File: config.mk
export PLATFORM = sky130hd
export DESIGN_NAME = conv_decoder
export DESIGN_NICKNAME = d
export VERILOG_FILES = /design/src/rtl/conv_npu_pkg.sv /design/src/rtl/conv_dec_sideband_pipe.sv /design/src/rtl/conv_decoder.sv
export SDC_FILE = /design/constraint.sdc
export NUM_CORES = 1
export LEC_CHECK = 0
export CAP_MARGIN = 10
export CELL_PAD_IN_SITES_DETAIL_PLACEMENT = 1
export CELL_PAD_IN_SITES_GLOBAL_PLACEMENT = 1
export CORE_AREA = 2 2 251 253
export CTS_BUF_LIST = sky130_fd_sc_hd__clkbuf_8
export CTS_CLUSTER_SIZE = 20
export DETAILED_ROUTE_END_ITERATION = 10
export DIE_AREA = 0 0 253 255
export PLACE_DENSITY = 0.71
export RECOVER_POWER = 25
export SYNTH_ARGS = -nofsm -noshare
export SYNTH_HDL_FRONTEND = slang
export SYNTH_HIERARCHICAL = 1
export SYNTH_SLANG_ARGS = --single-unit
File: constraint.sdc
create_clock -name clk -period 6.45 [get_ports clk]
set_input_delay 0.9675 -clock clk [delete_from_list [all_inputs] [get_ports clk]]
set_output_delay 0.9675 -clock clk [all_outputs]
set_load 0.005 [all_outputs]
File: src/rtl/conv_npu_pkg.sv
// Shared types and width defaults for the conv-window instruction decoder.
// Holds the decoder FSM state encoding and the sideband beat record that travels
// alongside BRAM reads. Width defaults are fixed here and overridable per instance.
package conv_npu_pkg;

  localparam int FRAM_AW_DEF = 16;
  localparam int KRAM_AW_DEF = 16;
  localparam int DW_DEF      = 16;

  typedef enum logic [1:0] {
    IDLE  = 2'd0,
    LOAD  = 2'd1,
    ISSUE = 2'd2,
    DRAIN = 2'd3
  } dec_state_e;

  // One issued beat as seen by the MAC array and writeback, RD_LAT cycles later.
  // wb_addr is sized for the widest feature address space; the decoder zero-extends.
  typedef struct packed {
    logic                   valid;
    logic                   first;
    logic                   last;
    logic                   bias;
    logic                   wb;
    logic                   relu;
    logic [FRAM_AW_DEF-1:0] wb_addr;
  } dec_beat_t;

endpackage

File: src/rtl/conv_dec_sideband_pipe.sv
// Purpose: delays the per-beat sideband record so it lines up with BRAM read data.
// Latency: DEPTH cycles, fixed. Backpressure: none, shifts every cycle.
// Ports: clk, rst (sync, active-high, clears all stages), din/dout beat records,
//        pending = some stage holds a valid beat.
module conv_dec_sideband_pipe
  import conv_npu_pkg::*;
#(
  parameter int DEPTH = 1
) (
  input  logic      clk,
  input  logic      rst,
  input  dec_beat_t din,
  output dec_beat_t dout,
  output logic      pending
);

  dec_beat_t stage [DEPTH];

  always_ff @(posedge clk) begin
    if (rst) begin
      for (int i = 0; i < DEPTH; i++) stage[i] <= '0;
    end else begin
      stage[0] <= din;
      for (int i = 1; i < DEPTH; i++) stage[i] <= stage[i-1];
    end
  end

  assign dout = stage[DEPTH-1];

  always_comb begin
    pending = 1'b0;
    for (int i = 0; i < DEPTH; i++) pending = pending | stage[i].valid;
  end

endmodule

File: src/rtl/conv_decoder.sv
// Purpose: expands one conv-window instruction into FRAM/KRAM reads, MAC beats and writebacks.
// Latency: first read 2 cycles after the accept cycle; mac_*/wb_* trail the reads by RD_LAT.
// Backpressure: decoder_ready only in IDLE; optional mac_stall (CONV_DEC_STALL_EN) freezes issue.
// Ports: clk/rst (sync, active-high); inst_valid/decoder_ready handshake with stride_* fields;
//        fram_ren/fram_raddr, kram_ren/kram_raddr read requests; mac_valid/first/last/bias beat;
//        wb_valid/wb_addr/wb_relu per output channel; busy; mac_stall only with CONV_DEC_STALL_EN.
module conv_decoder
  import conv_npu_pkg::*;
#(
  parameter int FRAM_AW = FRAM_AW_DEF,
  parameter int KRAM_AW = KRAM_AW_DEF,
  parameter int DW      = DW_DEF,
  parameter int RD_LAT  = 1
) (
  input  logic               clk,
  input  logic               rst,
  input  logic               inst_valid,
  output logic               decoder_ready,
  input  logic [FRAM_AW-1:0] stride_feature_baseaddr,
  input  logic [KRAM_AW-1:0] stride_kernel_baseaddr,
  input  logic [DW-1:0]      stride_feature_chin,
  input  logic [DW-1:0]      stride_feature_chout,
  input  logic [DW-1:0]      stride_feature_width,
  input  logic [DW-1:0]      stride_feature_height,
  input  logic [7:0]         stride_kernel_sizeh,
  input  logic [7:0]         stride_kernel_sizew,
  input  logic               stride_has_bias,
  input  logic               stride_has_relu,
  input  logic [FRAM_AW-1:0] stride_wb_baseaddr,
  input  logic [DW-1:0]      stride_wb_ch_offset,
  output logic               fram_ren,
  output logic [FRAM_AW-1:0] fram_raddr,
  output logic               kram_ren,
  output logic [KRAM_AW-1:0] kram_raddr,
  output logic               mac_valid,
  output logic               mac_first,
  output logic               mac_last,
  output logic               mac_bias,
  output logic               wb_valid,
  output logic [FRAM_AW-1:0] wb_addr,
  output logic               wb_relu,
  output logic               busy
`ifdef CONV_DEC_STALL_EN
  ,
  input  logic               mac_stall
`endif
);

  dec_state_e state, state_nxt;

  logic [FRAM_AW-1:0] fbase_q, wb_base_q, plane_q, plane;
  logic [KRAM_AW-1:0] kbase_q;
  logic [DW-1:0]      chin_q, chout_q, width_q, sizeh_q, sizew_q, wb_off_q;
  logic               has_bias_q, has_relu_q;

  logic [DW-1:0]      co, ci, kh, kw;
  logic               in_bias;
  logic [FRAM_AW-1:0] ch_ptr, row_ptr, wb_ptr;  // base+ci*plane, ch_ptr+kh*width, wb_base+co*offset
  logic [KRAM_AW-1:0] kram_ptr;
  logic [7:0]         drain_cnt;

  logic stall, beat, zero_dim;
  logic last_kw, last_kh, last_ci, last_elem, co_done, last_co;

`ifdef CONV_DEC_STALL_EN
  assign stall = mac_stall;
`else
  assign stall = 1'b0;
`endif

  // Plane size wraps to the feature address width, like every other address term.
  assign plane = FRAM_AW'(stride_feature_width) * FRAM_AW'(stride_feature_height);

  assign zero_dim  = (chin_q == '0) || (chout_q == '0) || (sizeh_q == '0) || (sizew_q == '0);
  assign last_kw   = (kw == sizew_q - 1'b1);
  assign last_kh   = (kh == sizeh_q - 1'b1);
  assign last_ci   = (ci == chin_q - 1'b1);
  assign last_co   = (co == chout_q - 1'b1);
  assign last_elem = last_kw && last_kh && last_ci;
  // A channel closes on its bias beat, or on its last data beat when there is no bias.
  assign co_done   = in_bias || (last_elem && !has_bias_q);
  assign beat      = (state == ISSUE) && !stall;

  always_comb begin
    state_nxt = state;
    case (state)
      IDLE:    if (inst_valid) state_nxt = LOAD;
      LOAD:    state_nxt = zero_dim ? IDLE : ISSUE;
      ISSUE:   if (beat && co_done && last_co) state_nxt = DRAIN;
      DRAIN:   if (drain_cnt == 8'(RD_LAT - 1)) state_nxt = IDLE;
      default: state_nxt = IDLE;
    endcase
  end

  always_ff @(posedge clk) begin
    if (rst) begin
      state      <= IDLE;
      fbase_q    <= '0;
      wb_base_q  <= '0;
      plane_q    <= '0;
      kbase_q    <= '0;
      chin_q     <= '0;
      chout_q    <= '0;
      width_q    <= '0;
      sizeh_q    <= '0;
      sizew_q    <= '0;
      wb_off_q   <= '0;
      has_bias_q <= 1'b0;
      has_relu_q <= 1'b0;
      co         <= '0;
      ci         <= '0;
      kh         <= '0;
      kw         <= '0;
      in_bias    <= 1'b0;
      ch_ptr     <= '0;
      row_ptr    <= '0;
      wb_ptr     <= '0;
      kram_ptr   <= '0;
      drain_cnt  <= '0;
    end else begin
      state <= state_nxt;

      if (state == IDLE && inst_valid) begin
        fbase_q    <= stride_feature_baseaddr;
        kbase_q    <= stride_kernel_baseaddr;
        chin_q     <= stride_feature_chin;
        chout_q    <= stride_feature_chout;
        width_q    <= stride_feature_width;
        plane_q    <= plane;
        sizeh_q    <= DW'(stride_kernel_sizeh);
        sizew_q    <= DW'(stride_kernel_sizew);
        has_bias_q <= stride_has_bias;
        has_relu_q <= stride_has_relu;
        wb_base_q  <= stride_wb_baseaddr;
        wb_off_q   <= stride_wb_ch_offset;
      end

      if (state == LOAD) begin
        co       <= '0;
        ci       <= '0;
        kh       <= '0;
        kw       <= '0;
        in_bias  <= 1'b0;
        ch_ptr   <= fbase_q;
        row_ptr  <= fbase_q;
        kram_ptr <= kbase_q;
        wb_ptr   <= wb_base_q;
      end

      drain_cnt <= (state == DRAIN) ? drain_cnt + 8'd1 : 8'd0;

      // Nested co{ci{kh{kw}}} walk; pointers step by width/plane so no multiplier sits in the loop.
      if (beat) begin
        kram_ptr <= kram_ptr + 1'b1;
        if (in_bias) begin
          in_bias <= 1'b0;
        end else if (!last_kw) begin
          kw <= kw + 1'b1;
        end else begin
          kw <= '0;
          if (!last_kh) begin
            kh      <= kh + 1'b1;
            row_ptr <= row_ptr + FRAM_AW'(width_q);
          end else begin
            kh <= '0;
            if (!last_ci) begin
              ci      <= ci + 1'b1;
              ch_ptr  <= ch_ptr + plane_q;
              row_ptr <= ch_ptr + plane_q;
            end else begin
              ci      <= '0;
              ch_ptr  <= fbase_q;
              row_ptr <= fbase_q;
              in_bias <= has_bias_q;
            end
          end
        end
        if (co_done) begin
          co     <= co + 1'b1;
          wb_ptr <= wb_ptr + FRAM_AW'(wb_off_q);
        end
      end
    end
  end

  assign decoder_ready = (state == IDLE);
  assign kram_ren      = beat;
  assign fram_ren      = beat && !in_bias;
  // Addresses stay visible (and frozen) through stalls, and read as zero outside ISSUE.
  assign fram_raddr    = (state == ISSUE) ? row_ptr + FRAM_AW'(kw) : '0;
  assign kram_raddr    = (state == ISSUE) ? kram_ptr : '0;

  dec_beat_t beat_in, beat_out;
  logic      pipe_pending;

  always_comb begin
    beat_in = '0;
    if (beat) begin
      beat_in.valid = 1'b1;
      beat_in.first = !in_bias && (ci == '0) && (kh == '0) && (kw == '0);
      beat_in.last  = co_done;
      beat_in.bias  = in_bias;
      beat_in.wb    = co_done;
      if (co_done) begin
        beat_in.relu    = has_relu_q;
        beat_in.wb_addr = FRAM_AW_DEF'(wb_ptr);
      end
    end
  end

  conv_dec_sideband_pipe #(.DEPTH(RD_LAT)) u_pipe (
    .clk     (clk),
    .rst     (rst),
    .din     (beat_in),
    .dout    (beat_out),
    .pending (pipe_pending)
  );

  assign mac_valid = beat_out.valid;
  assign mac_first = beat_out.first;
  assign mac_last  = beat_out.last;
  assign mac_bias  = beat_out.bias;
  assign wb_valid  = beat_out.wb;
  assign wb_addr   = beat_out.wb_addr[FRAM_AW-1:0];
  assign wb_relu   = beat_out.relu;
  assign busy      = (state != IDLE) || pipe_pending;

endmodule

Yosys cells after proc, flatten, opt, wreduce, memory -nomap -nowiden
Memories as Yosys holds them, arrays and structs flattened.
Cells that the tools add are included.
W data, S select, Z words.
{ "op_classes": {"addsub": 14, "reduce_logical": 31, "multipliers": 1, "muxes": 54, "bitwise_logic": 1, "eq_ne": 10} }
{ "ops": {"columns": ["operator", "n"], "rows": [
  ["$mux W16", 36],
  ["$logic_not A16 Y1", 7],
  ["$add A16 B1 Y16 const B", 5],
  ["$add A16 B16 Y16", 4],
  ["$eq A16 B16 Y1", 4],
  ["$mux W22", 2],
  ["$sub A16 B1 Y16 const B", 2],
  ["$reduce_or A22 Y1", 1],
  ["$sub A8 B1 Y9 const B", 2],
  ["$mux W17", 1],
  ["$mul A16 B16 Y16", 1],
  ["$logic_and A1 B1 Y1", 10],
  ["$mux W1", 10],
  ["$add A8 B1 Y8 const B", 1],
  ["$logic_not A8 Y1", 1],
  ["$mux W2", 4],
  ["$pmux W2 S4", 1],
  ["$logic_or A1 B1 Y1", 5],
  ["$eq A2 B2 Y1 const B", 2],
  ["$ne A2 B2 Y1 const B", 2],
  ["$reduce_bool A2 Y1", 2],
  ["$reduce_and A3 Y1", 1],
  ["$eq A2 B1 Y1 const B", 1],
  ["$logic_not A1 Y1", 2],
  ["other kinds (4)", 4]
]} }
{ "word_totals": {"out_inout_bits": 58, "ramBits": 22, "register_bits": 285, "elab_cells": 135, "memories": 1, "in_bits": 149} }
{ "memory_table": {"columns": ["name", "words", "word_bits", "rd", "rd_clocked_by_memory_dff", "wr", "line_no", "source"], "rows": [
  ["u_pipe.stage", 1, 22, 1, 0, 1, "conv_dec_sideband_pipe.sv:17", "dec_beat_t stage [DEPTH];"]
]} }

Depth between registers and ports, before layout
{ "depth": {"ltp_word": 10, "depth_mapped": 23} }

Modules after synthesis
Netlist, hierarchy kept.
{ "by_module_without_submodules": {"columns": ["module", "area_each_um2", "seq_area_each_um2", "instances", "cells_each"], "rows": [
  ["conv_decoder", 20837.5, 5705.5, 1, 2680],
  ["conv_dec_sideband_pipe", 648.1, 440.4, 1, 47]
]} }

Worst setup path before layout
OpenSTA, ideal clock, no wires.
{ "synth_timing": {"path_kind": "in2reg", "startpoint": "input stride_feature_height[1]", "endpoint": "register plane_q[14]", "n_path_buf": 1, "setup_ns": 0.070, "arrival_time_ns": 5.570, "slack_ns": 0.810, "t_required_ns": 6.380, "path_stages": 18, "path_cell_list": "clkbuf_1 -> nand2_1 -> fa_1 -> fa_1 -> inv_1 -> fa_1 -> inv_1 -> fa_1 -> inv_1 -> fa_1 -> fa_1 -> ha_1 -> nand3_1 -> o31ai_1 -> o211ai_1 -> xnor2_1 -> nand2_1 -> a21oi_1"} }
{ "synth_between": {"elab_chain_len": 1} }
{ "synth_rtl": {"columns": ["element", "line_no", "source"], "rows": [
  ["from (decl)", "conv_decoder.sv:24", "input logic [DW-1:0] stride_feature_height,"],
  ["$mul A16 B16 Y16", "conv_decoder.sv:72", "assign plane = FRAM_AW'(stride_feature_width) * FRAM_AW'(stride_feature_height);"],
  ["to (signal assigned)", "conv_decoder.sv:129", "plane_q <= plane;"],
  ["to (decl)", "conv_decoder.sv:51", "logic [FRAM_AW-1:0] fbase_q, wb_base_q, plane_q, plane;"]
]} }
No other way between the ends.
A chain may end at the register's enable or synchronous reset.

Worst setup path in the final report
{ "layout_timing": {"startpoint": "input stride_feature_width[4]", "endpoint": "register plane_q[14]"} }
{ "layout_between": {"elab_chain_len": 1} }
{ "layout_rtl": {"columns": ["element", "line_no", "source"], "rows": [
  ["from (decl)", "conv_decoder.sv:23", "input logic [DW-1:0] stride_feature_width,"],
  ["$mul A16 B16 Y16", "conv_decoder.sv:72", null]
]} }
No other way between the ends.

==> summary.md <==
| Metric | Value |
|---|---|
| Tcrit/Tclk final | 91.58% |
| Hold path depth | 2 |
| Setup TNS | 0 ns |
| Core area | 0.06216 mm^2 |
| Post-synth top area cell | dfxtp_1 |
| Post-synth top area share | between 20% and 30% |
| Commonest non-fill, non-tap cell in the layout | nand2_1 |
| # DRC | 0 |
| CTS sink cnt | slightly above 300 |
| Clock period minus worst slack | ~6 ns |
| Ys Warns | 6 |
| Routability Congestion | 0.9044 |
| Final core utilization | just over 40% |
| CP Cell Sequence | clkdlybuf4s50_1 -> and2_1 -> fa_1 -> inv_1 -> fa_1 -> fa_1 -> fa_1 -> inv_1 -> fa_1 -> fa_1 -> ha_1 -> nand3_1 -> o31ai_1 -> o211ai_1 -> xnor2_1 -> nand2_1 -> a21oi_1 |
| Fmax | 169.3 MHz |
| Setup Skew | between 0.015 and 0.02 ns |
| Synthesis-to-finish area growth | 18.05% |
| Total wire length | 73.87 mm |
| CTS tree | done |
| Unrepaired setup endpoints after global routing | no |
| WL/cell | between 15 and 20 um |
| Synth cell types | 89 |
| Hpwl dp | 56.18 mm |
| Vias in the first global route | 21.16k |
| Die Area | ~0.065 mm^2 |
| Synthesis-stage register bit count | 307 |
| Clock latency on the worst-skew pair | 0.66 ns |
| Slew Limit Fails | roughly 290 |
| Gr usage total | 22.68% |
| Placed insts | 3,626 |
| Least-Margin Pin Slew | 3.799 ns |
| Crit-path max FO | 13 |
| Crit. End Element | register |
| Min-delay worst type | reg2reg |
| Setup slack after layout | 0.5431 ns |
| Hold Startpoint | kbase_q[1] |
| Critical register-to-register path endpoint | wb_ptr[10] |
| Failing checks | capacitance limit, slew limit |
| Critical Path RT | 6.80 ns |
| Share of layout cells above drive strength 1 | 6.438% |
| Ys flop type | dfxtp_1 |
| Fillcell total | about 7.6k |
| Final count of negative-setup-slack endpoints | 0 |
| Critical path's slowest cell | clkdlybuf4s50_1 |
| Max-Cap Viols | 4 |
| CP peak stage delay | approximately 0.72 ns |
| Critical path class | in2reg |
| Routed Antenna Nets | 0 |
| Number of flops mapped to enable cells by yosys | 0 |
| Most flops, register | u_pipe/stage |
| Number of detailed-route iterations in the first pass | 5 |
| Total Power | 6.810 mW |
| Die X-Extent | 253 um |
| Hold Vio Cnt, Final | 0 |
| Worst R2R Path Depth | 14 |
| Worst EP arrival | around 6.3 ns |
| Rel. slew slack | -153.3% |
| CTS clk-pin slew, worst paths | 0.06 ns |
| Hold path endpoint | kbase_q[1] |
| Via count | roughly 20k |
| Std cell rows | 92 |
| Post-cts sizing count | 0 |
| Nets | roughly 3.2k |
| CTS max path bufs | 3 |
| TritonCTS buffer count | 54 |
| I/O pin total | 207 |
| Crit start category | input pin |
| Most used cell, CP | fa_1 |
| Largest net degree at the start of global routing | 81 |
| Post-Syn Instances | 2,727 |
| Number of H-tree levels | 2 |
| Initial antenna violation count | 4 |
| Initial Util | approximately a third |
| Clk root buf | clkbuf_8 |
| Remaining Overflow, GRT | 0 |
| Initial drt markers | around 1.0k |
| Outcome | finished, violations left |
| Top post-synthesis cells by area | dfxtp_1 29%, nand2_1 8.1%, fa_1 7.8%, ha_1 7.5%, a21oi_1 6.4% |
| P per Cell Area | 268.5 mW/mm^2 |
| First-pass GRT wire length | about 120 mm |
| Hold_buf cts | 0 |
| Vias per Instance | ~5.4 |
| Dpl ws | -0.07646 ns |
| VDD IR-drop max | 0.2107 mV |
| Syn Area/Cell | slightly below 8 um^2 |
| Postcts setup bufs | 0 |
| Max reg flops | 22 |
| Leakage power | 10.10 nW |
| Commonest non-fill, non-tap cells in the layout | 463 x nand2_1, 307 x dfxtp_1, 276 x a21oi_1, 197 x clkdlybuf4s50_1, 181 x inv_1 |
| Buffers on Ports | 206 |
| Sequential area share after synthesis | between 20% and 30% |
| Die height | 255 um |
| R2r setup slk | approximately 1.3 ns |
| R2R Path Start | chin_q[0] |
| Syn Std Cell Area | 0.02149 mm^2 |
| Syn Nets | 3,088 |
| Asr flop ratio synth | 0% |
| Final std cells w/o fill | 3,724 |
-- critical path: cells and delay by family --
family                     cells  cell delay (ns)
adders and majority gates      7             3.22
buffers and inverters          3             0.82
AOI/OAI and AO/OA              3             0.59
and+or+nand+nor                3             0.50
xor gates and xnor gates       1             0.15
-- report_power, final --
group | internal, mW | leakage, nW | switching [mW]
Clock | 1.05 | 0.628 | 0.876
Sequential | 2.01 | 2.50 | 0.123
Combinational | 1.22 | 6.97 | 1.53
-- Yosys cell counts, drive strengths merged (5+ instances only) --
cell type / instances
nand2: 465
mux2i: 27
clkbuf: 117
o211ai: 12
nor3b: 7
and3: 52
mux2: 23
or3: 33
and2: 101
o22ai: 10
buf: 30
a22oi: 11
a41oi: 8
inv: 166
xnor2: 96
o41ai: 6
nand3: 74
a2111oi: 5
or2: 9
or4: 10
nand4: 19
fa: 84
a32oi: 10
nand2b: 8
o21bai: 8
nor2b: 39
a311oi: 20
nand3b: 14
o21ai: 100
xor2: 56
nor4: 16
a21o: 11
nor2: 159
a21oi: 276
o31ai: 9
a211oi: 44
nor3: 64
o21a: 14
a31oi: 21
ha: 128
dfxtp: 307
-- cells by family (layout without fill, tap and decap cells) --
kind of cell / after synthesis / after routing / synth area share [%]
other cells: 0 / 5 / 0
flops: 307 / 307 / 28.60
simple gates: 1092 / 1092 / 24.46
mux: 50 / 50 / 2.463
buf+inv: 315 / 508 / 5.806
compound gates: 599 / 599 / 17.19
fa+ha+maj: 212 / 212 / 15.28
xor+xnor: 152 / 152 / 6.196
-- final cells by class --
class | instances | area [um^2] | area share [%]
clock inverters | 26 | 191.4 | 0.7548
multi-input cells | 2105 | 14110 | 55.63
flip-flops and latches | 307 | 6146 | 24.23
clock buffers | 67 | 922.1 | 3.636
well taps | 799 | 999.7 | 3.942
inverters | 168 | 631.9 | 2.491
repair buffers | 247 | 2350 | 9.264
diodes | 5 | 12.51 | 0.04933
-- worst max-delay path by stage --
stage	from	to	depth (start not counted)
after detailed placement	stride_feature_width[4]	plane_q[14]	17
after global placement	stride_feature_width[4]	plane_q[14]	17
after CTS	stride_feature_width[4]	plane_q[14]	17
after global routing	stride_feature_width[4]	plane_q[14]	17
final	stride_feature_width[4]	plane_q[14]	17
after floorplan	stride_feature_height[1]	plane_q[14]	18
-- through the flow --
step	area, um^2	hold WS (ns)
after global placement	24260	0.4418
after CTS	25380	0.4575
after global routing	25360	0.4742
final	25360	0.4569
after detailed placement	24260	0.4485
after floorplan	21490	0.4258
-- metal layers --
metal / GRT usage [%] / routed length (um)
met5: 0 / 0
met4: 7.760 / 2153
met3: 3.458 / 2953
met2: 39.14 / 35730
met1: 28.85 / 33030
Note: power is estimated with default switching activity, not from simulation.
